<file path="config.mk">
export PLATFORM = sky130hd
export DESIGN_NAME = uart_rx_os16_flat
export DESIGN_NICKNAME = d
export VERILOG_FILES = /design/src/rtl/uart_pkg.sv /design/src/rtl/uart_rx_os16_if.sv /design/src/rtl/sync_2ff.sv /design/src/rtl/uart_rx_os16.sv /design/src/flat_wrapper.sv
export SDC_FILE = /design/constraint.sdc
export NUM_CORES = 1
export LEC_CHECK = 0
export ABC_AREA = 1
export BUFFER_PORTS_ARGS = -buffer_cell sky130_fd_sc_hd__buf_2
export CAP_MARGIN = 20
export CORE_UTILIZATION = 57
export CTS_CLUSTER_DIAMETER = 30
export DETAILED_ROUTE_END_ITERATION = 12
export HOLD_SLACK_MARGIN = 0.12
export MAX_ROUTING_LAYER = met4
export PLACE_DENSITY = 0.75
export SKIP_LAST_GASP = 1
export SYNTH_ARGS = -nofsm -noshare
export SYNTH_HDL_FRONTEND = slang
export SYNTH_HIERARCHICAL = 1
export SYNTH_SLANG_ARGS = --single-unit
</file>
<file path="constraint.sdc">
create_clock -name clk -period 2 [get_ports clk]
set_input_delay 0.3 -clock clk [delete_from_list [all_inputs] [get_ports clk]]
set_output_delay 0.3 -clock clk [all_outputs]
set_load 0.005 [all_outputs]
</file>
<file path="src/rtl/uart_pkg.sv">
// uart_pkg: shared UART constants, FSM state encoding and baud divider helper
package uart_pkg;
  localparam int CLK_HZ = 100_000_000;
  localparam int OS_RATE = 16;
  typedef logic [2:0] state_t;
  localparam state_t IDLE = 3'd0;
  localparam state_t START = 3'd1;
  localparam state_t DATA = 3'd2;
  localparam state_t PARITY = 3'd3;
  localparam state_t STOP = 3'd4;
  function automatic int div_num(input int baud);
    return CLK_HZ / (OS_RATE * baud);
  endfunction
endpackage

</file>
<file path="src/rtl/uart_rx_os16_if.sv">
// uart_rx_os16_if: serial line, oversampling tick and received-byte outputs
interface uart_rx_os16_if #(parameter int DBIT = 8);
  logic rx;
  logic s_tick;
  logic [DBIT-1:0] dout;
  logic rx_done_tick;
  logic frame_err;
  logic parity_err;
  modport master(output rx, s_tick, input dout, rx_done_tick, frame_err, parity_err);
  modport slave(input rx, s_tick, output dout, rx_done_tick, frame_err, parity_err);
endinterface

</file>
<file path="src/rtl/sync_2ff.sv">
// sync_2ff: two-flop synchronizer for one asynchronous input with selectable reset value
module sync_2ff #(parameter logic RST_VAL = 1'b1) (
  input  logic clk,
  input  logic reset,
  input  logic i_d,
  output logic o_q
);
  logic [1:0] r_ff;
  always_ff @(posedge clk) r_ff <= reset ? {2{RST_VAL}} : {r_ff[0], i_d};
  assign o_q = r_ff[1];
endmodule

</file>
<file path="src/rtl/uart_rx_os16.sv">
// uart_rx_os16: 16x oversampling 8N1 UART receiver; UART_RX_PARITY_EN adds an even-parity bit
module uart_rx_os16
  import uart_pkg::*;
#(
  parameter int DBIT = 8,
  parameter int SB_TICK = 16
) (
  input logic clk,
  input logic reset,
  uart_rx_os16_if.slave bus
);
  localparam int SW = (SB_TICK > 16) ? $clog2(SB_TICK) : 4;
`ifdef UART_RX_PARITY_EN
  localparam state_t AFTER_DATA = PARITY;
`else
  localparam state_t AFTER_DATA = STOP;
`endif
  logic w_rx;
  state_t r_state;
  logic [SW-1:0] r_s;
  logic [2:0] r_n;
  logic [DBIT-1:0] r_sh, r_dout;
  logic r_done, r_ferr;
  sync_2ff #(.RST_VAL(1'b1)) u_sync (.clk(clk), .reset(reset), .i_d(bus.rx), .o_q(w_rx));
  always_ff @(posedge clk) begin
    if (reset) begin
      r_state <= IDLE;
      r_s <= '0;
      r_n <= '0;
      r_sh <= '0;
      r_dout <= '0;
      r_done <= 1'b0;
      r_ferr <= 1'b0;
    end else begin
      r_done <= 1'b0;
      case (r_state)
        IDLE: if (!w_rx) begin
          r_state <= START;
          r_s <= '0;
        end
        START: if (bus.s_tick) begin
          if (r_s == SW'(7)) begin
            r_state <= w_rx ? IDLE : DATA;
            r_s <= '0;
            r_n <= '0;
          end else r_s <= r_s + 1'b1;
        end
        DATA: if (bus.s_tick) begin
          if (r_s == SW'(15)) begin
            r_sh <= {w_rx, r_sh[DBIT-1:1]};
            r_s <= '0;
            r_n <= r_n + 1'b1;
            if (r_n == 3'(DBIT - 1)) r_state <= AFTER_DATA;
          end else r_s <= r_s + 1'b1;
        end
`ifdef UART_RX_PARITY_EN
        PARITY: if (bus.s_tick) begin
          if (r_s == SW'(15)) begin
            r_state <= STOP;
            r_s <= '0;
          end else r_s <= r_s + 1'b1;
        end
`endif
        STOP: if (bus.s_tick) begin
          if (r_s == SW'(SB_TICK - 1)) begin
            r_dout <= r_sh;
            r_ferr <= ~w_rx;
            r_done <= 1'b1;
            r_state <= IDLE;
            r_s <= '0;
          end else r_s <= r_s + 1'b1;
        end
        default: r_state <= IDLE;
      endcase
    end
  end
`ifdef UART_RX_PARITY_EN
  // parity is captured mid parity bit but published only with the done pulse
  logic r_par, r_perr;
  always_ff @(posedge clk) begin
    if (reset) begin
      r_par <= 1'b0;
      r_perr <= 1'b0;
    end else begin
      if (r_state == PARITY && bus.s_tick && r_s == SW'(15)) r_par <= (^r_sh) ^ w_rx;
      if (r_state == STOP && bus.s_tick && r_s == SW'(SB_TICK - 1)) r_perr <= r_par;
    end
  end
  assign bus.parity_err = r_perr;
`else
  assign bus.parity_err = 1'b0;
`endif
  assign bus.dout = r_dout;
  assign bus.rx_done_tick = r_done;
  assign bus.frame_err = r_ferr;
endmodule
</file>
<file path="src/flat_wrapper.sv">
// flat-port wrapper written by rule: the top's interface ports become plain ports
module uart_rx_os16_flat import uart_pkg::*;
#(
  parameter int DBIT = 8,
  parameter int SB_TICK = 16
)
  (clk, reset, bus_rx, bus_s_tick, bus_dout, bus_rx_done_tick, bus_frame_err, bus_parity_err);
  uart_rx_os16_if #(.DBIT(DBIT)) bus_i ();
  input logic clk;
  input logic reset;
  input wire logic [$bits(bus_i.rx)-1:0] bus_rx;
  input wire logic [$bits(bus_i.s_tick)-1:0] bus_s_tick;
  output wire logic [$bits(bus_i.dout)-1:0] bus_dout;
  output wire logic [$bits(bus_i.rx_done_tick)-1:0] bus_rx_done_tick;
  output wire logic [$bits(bus_i.frame_err)-1:0] bus_frame_err;
  output wire logic [$bits(bus_i.parity_err)-1:0] bus_parity_err;
  assign bus_i.rx = bus_rx;
  assign bus_i.s_tick = bus_s_tick;
  assign bus_dout = bus_i.dout;
  assign bus_rx_done_tick = bus_i.rx_done_tick;
  assign bus_frame_err = bus_i.frame_err;
  assign bus_parity_err = bus_i.parity_err;
  uart_rx_os16 #(.DBIT(DBIT), .SB_TICK(SB_TICK)) u_core (.clk(clk), .reset(reset), .bus(bus_i));
endmodule
</file>
==> impl_metrics.csv <==
group,metric,value,unit
status,status,"complete, no violations",
route,wire_per_inst,10.8,µm
job,maxCapViolations,0,
route,drcViolationCount,0,
pwr,pwr_density_cell,1040,nW/µm²
grt,globalRouteMet3Util,8.70,%
clock_tree,post_cts_buffers,0,
sta,setup_repair_after_global_routing_missed_its_margin,"false",
route,post_route_antenna_net_violation_count,0,
synthesis,postSynthAreaPerCell,6.89,µm²
floorplanning,dieHeight,52.6,µm
final_layout,post_route_cells_drive_above_1_share,19.3,%
placed_design,dp_hpwl,2010,µm
synthesis,yosysSeqAreaShare,41.1,%
placed_design,place.detailed.instances,249,
synthesis,ys_top_cells_by_area,"sky130_fd_sc_hd__dfxtp_1 (41%), sky130_fd_sc_hd__nor2_1 (16%), sky130_fd_sc_hd__nand2_1 (10%)",
sta,final-max-slew-violation-count,0,
route,dr_total_vias,1275,
sta,fin_crit,1.68,ns
final_layout,areaGrowthSynthToFinish,8.57,%
hold_path,min_path_type,"in2reg",
floorplanning,row_count,17,
pwr,p_leak,0.825,nW
grt,grt_busiest_layer,"met2",
placed_design,gp_routability_congestion,0.839,
critical_path,crit_arrival,1.91,ns
grt,first_global_vias,1177,
grt,gr-total-overflow,0,
clock_tree,numCtsBuffers,5,
critical_path,crit_path_cell_trace,"ha_1 > nand3_2 > nor2_2 > inv_2 > nor2_4 > inv_2 > nor2_1 > nor2_1",
route,detail_route.vias_per_cell,4.98,
clock_tree,ctsResizeCount,0,
critical_path,worst-path-max-fanout,11,
route,dr.first_iter.drc_count,25,
final_layout,final_core_util,68.4,%
clock_tree,tritoncts_num_sinks,30,
critical_path,worst-path-buf-inv,2,
floorplanning,design.core.area,2320,µm²
critical_path,criticalPathCategory,"reg2reg",
floorplanning,pin_count,15,
sta,max_slew.worst_pin.slew,0.634,ns
route,drt_first_pass_iters,5,
sta,relSlewSlack,57.7,%
synthesis,synth_area_leader_cell,"sky130_fd_sc_hd__dfxtp_1",
grt,groute.usage.overall,25.8,%
clock_tree,cts.path.max_buffers,2,
clock_tree,worst_setup_hold_path_clk_slew,0.09,ns
floorplanning,full_die_area,2770,µm²
synthesis,yosys_warnings,6,
clock_tree,clock_insertion_delay_worst_skew,0.32,ns
grt,wire_length_of_the_first_global_routing_pass,4960,µm
final_layout,layout.cells.non_filler,256,
grt,grt_util_met2,41.8,%
sta,tns,0,ns
critical_path,endpoint_kind,"register",
sta,period_share,84.2,%
synthesis,synthCells,212,
pwr,post-layout-total-power,1.65,mW
grt,grt_start_max_net_pins,27,
sta,clock-skew-final,0.00531,ns
synthesis,postSynthNetCount,219,
critical_path,timing.critical_path.slowest_stage_cell,"sky130_fd_sc_hd__dfxtp_1",
critical_path,timing.critical_path.max_delay_family,"simple AND/OR/NAND/NOR gates",
synthesis,ys_ff_latch,30,
final_layout,antenna_cells,0,
synthesis,syn_area,1460,µm²
critical_path,timing.critical_path.from_type,"register",
synthesis,synth_top_area_share,41.1,%
grt,global_route.usage.met1,29.0,%
route,wl,2750,µm
clock_tree,cts_tree,"done",
sta,hold_viol_final,0,
floorplanning,chipWidth,52.6,µm
clock_tree,holdBufCountCts,0,
final_layout,design.final.nets,235,
synthesis,yosys.cell_types.count,24,
sta,fmax,594,MHz
critical_path,required_time_of_the_worst_setup_path,2.23,ns
clock_tree,clock-root-buffer,"sky130_fd_sc_hd__clkbuf_4",
sta,finalHoldWorstSlack,0.155,ns
placed_design,buffer_ports.inserted,13,
floorplanning,floorplan.initialDensity,63.0,%
clock_tree,htree_levels,2,
sta,final-setup-viol-count,0,
critical_path,cpPeakStageDelay,0.43,ns
pwr,power.ir.vdd_worst,0.600,mV
grt,antenna_violations_before_repair,0,
cell usage after synthesis:
cell type	number
sky130_fd_sc_hd__nand2_1	39
sky130_fd_sc_hd__o21ai_1	2
sky130_fd_sc_hd__nand3_4	1
sky130_fd_sc_hd__nand3b_1	1
sky130_fd_sc_hd__ha_1	3
sky130_fd_sc_hd__nor2_1	62
sky130_fd_sc_hd__nand2_2	5
sky130_fd_sc_hd__a21oi_1	5
sky130_fd_sc_hd__inv_2	6
sky130_fd_sc_hd__dfxtp_1	30
sky130_fd_sc_hd__nor2_4	4
sky130_fd_sc_hd__buf_1	1
sky130_fd_sc_hd__nor2_2	5
sky130_fd_sc_hd__nand3_1	8
sky130_fd_sc_hd__nand2_4	1
sky130_fd_sc_hd__o21ai_0	17
sky130_fd_sc_hd__nand3_2	2
sky130_fd_sc_hd__xor2_1	1
sky130_fd_sc_hd__nand4_1	1
sky130_fd_sc_hd__clkbuf_1	1
sky130_fd_sc_hd__buf_4	2
sky130_fd_sc_hd__conb_1	1
sky130_fd_sc_hd__nor3_1	2
sky130_fd_sc_hd__inv_1	12
worst reg2reg max path, cell delays in order, from the launching register on:
cell	delay [ns]
sky130_fd_sc_hd__dfxtp_1	0.43
sky130_fd_sc_hd__ha_1	0.26
sky130_fd_sc_hd__nand3_2	0.14
sky130_fd_sc_hd__nor2_2	0.14
sky130_fd_sc_hd__inv_2	0.07
sky130_fd_sc_hd__nor2_4	0.22
sky130_fd_sc_hd__inv_2	0.14
sky130_fd_sc_hd__nor2_1	0.12
sky130_fd_sc_hd__nor2_1	0.05
state kept, by name, summed over array words and instances (netlist names):
signal,count
u_core/r_n,3
u_core/r_sh,8
u_core/bus.rx_done_tick,1
u_core/bus.dout,8
u_core/r_s,4
u_core/u_sync/r_ff,2
u_core/r_state,3
u_core/bus.frame_err,1
cell usage in the layout (no fill, tap or decap), drive strengths merged:
cell,count
o21ai,19
clkbuf,5
nand3b,1
ha,3
conb,1
inv,18
nand2,45
nor2,71
clkinv,2
xor2,1
a21oi,5
dfxtp,30
nor3,2
nand4,1
nand3,11
buf,13
metrics by stage:
step                      setup WS, ns  area [µm²]
after global routing             0.133        1590
final                            0.316        1590
after detailed placement         0.332        1540
after floorplan                  0.582        1460
after CTS                        0.323        1590
after global placement           0.389        1540
cell families after synthesis:
| family | synth area share (%) |
|---|---|
| and+or+nand+nor | 41.0 |
| DFF | 41.1 |
| AOI/OAI and AO/OA | 8.23 |
| buffers and inverters | 6.17 |
| adders and majority gates | 2.57 |
| xor gates and xnor gates | 0.600 |
| other | 0.257 |
area by class of cell:
cell class	instances	area, µm²
well taps	28	35.0
clock inverters	2	10.0
multi-input cells	160	769
clock buffers	5	37.5
repair buffers	13	65.1
fillers	214	733
inverters	18	67.6
flip-flops and latches	30	601
power breakdown:
part	internal [mW]	switching (mW)
Sequential	0.655	0.0698
Clock	0.126	0.195
Combinational	0.216	0.387
routing by layer:
| metal | vias to the layer above | wire [µm] | share of wire, % |
|---|---|---|---|
| met5 | - | 0 | 0 |
| met1 | 560 | 1300 | 47 |
| met3 | 2 | 113 | 4.1 |
| li1 | 692 | - | - |
| met2 | 21 | 1330 | 48 |
| met4 | 0 | 18 | 0.65 |
worst paths after layout:
path / from / endpoint / slack, ns / cells past startpoint
setup / recovery: u_core/r_s[0]$_SDFFE_PP0P_ / u_core/bus.dout[2]$_SDFFE_PP0P_ / 0.32 / 8
hold / removal: bus_rx / u_core/u_sync/r_ff[0]$_SDFF_PP1_ / 0.15 / 3
setup reg to reg: u_core/r_s[0]$_SDFFE_PP0P_ / u_core/bus.dout[2]$_SDFFE_PP0P_ / 0.32 / 8
hold reg to reg: u_core/u_sync/r_ff[0]$_SDFF_PP1_ / u_core/u_sync/r_ff[1]$_SDFF_PP1_ / 0.42 / 2
Note: power is estimated with default switching activity, not from simulation.
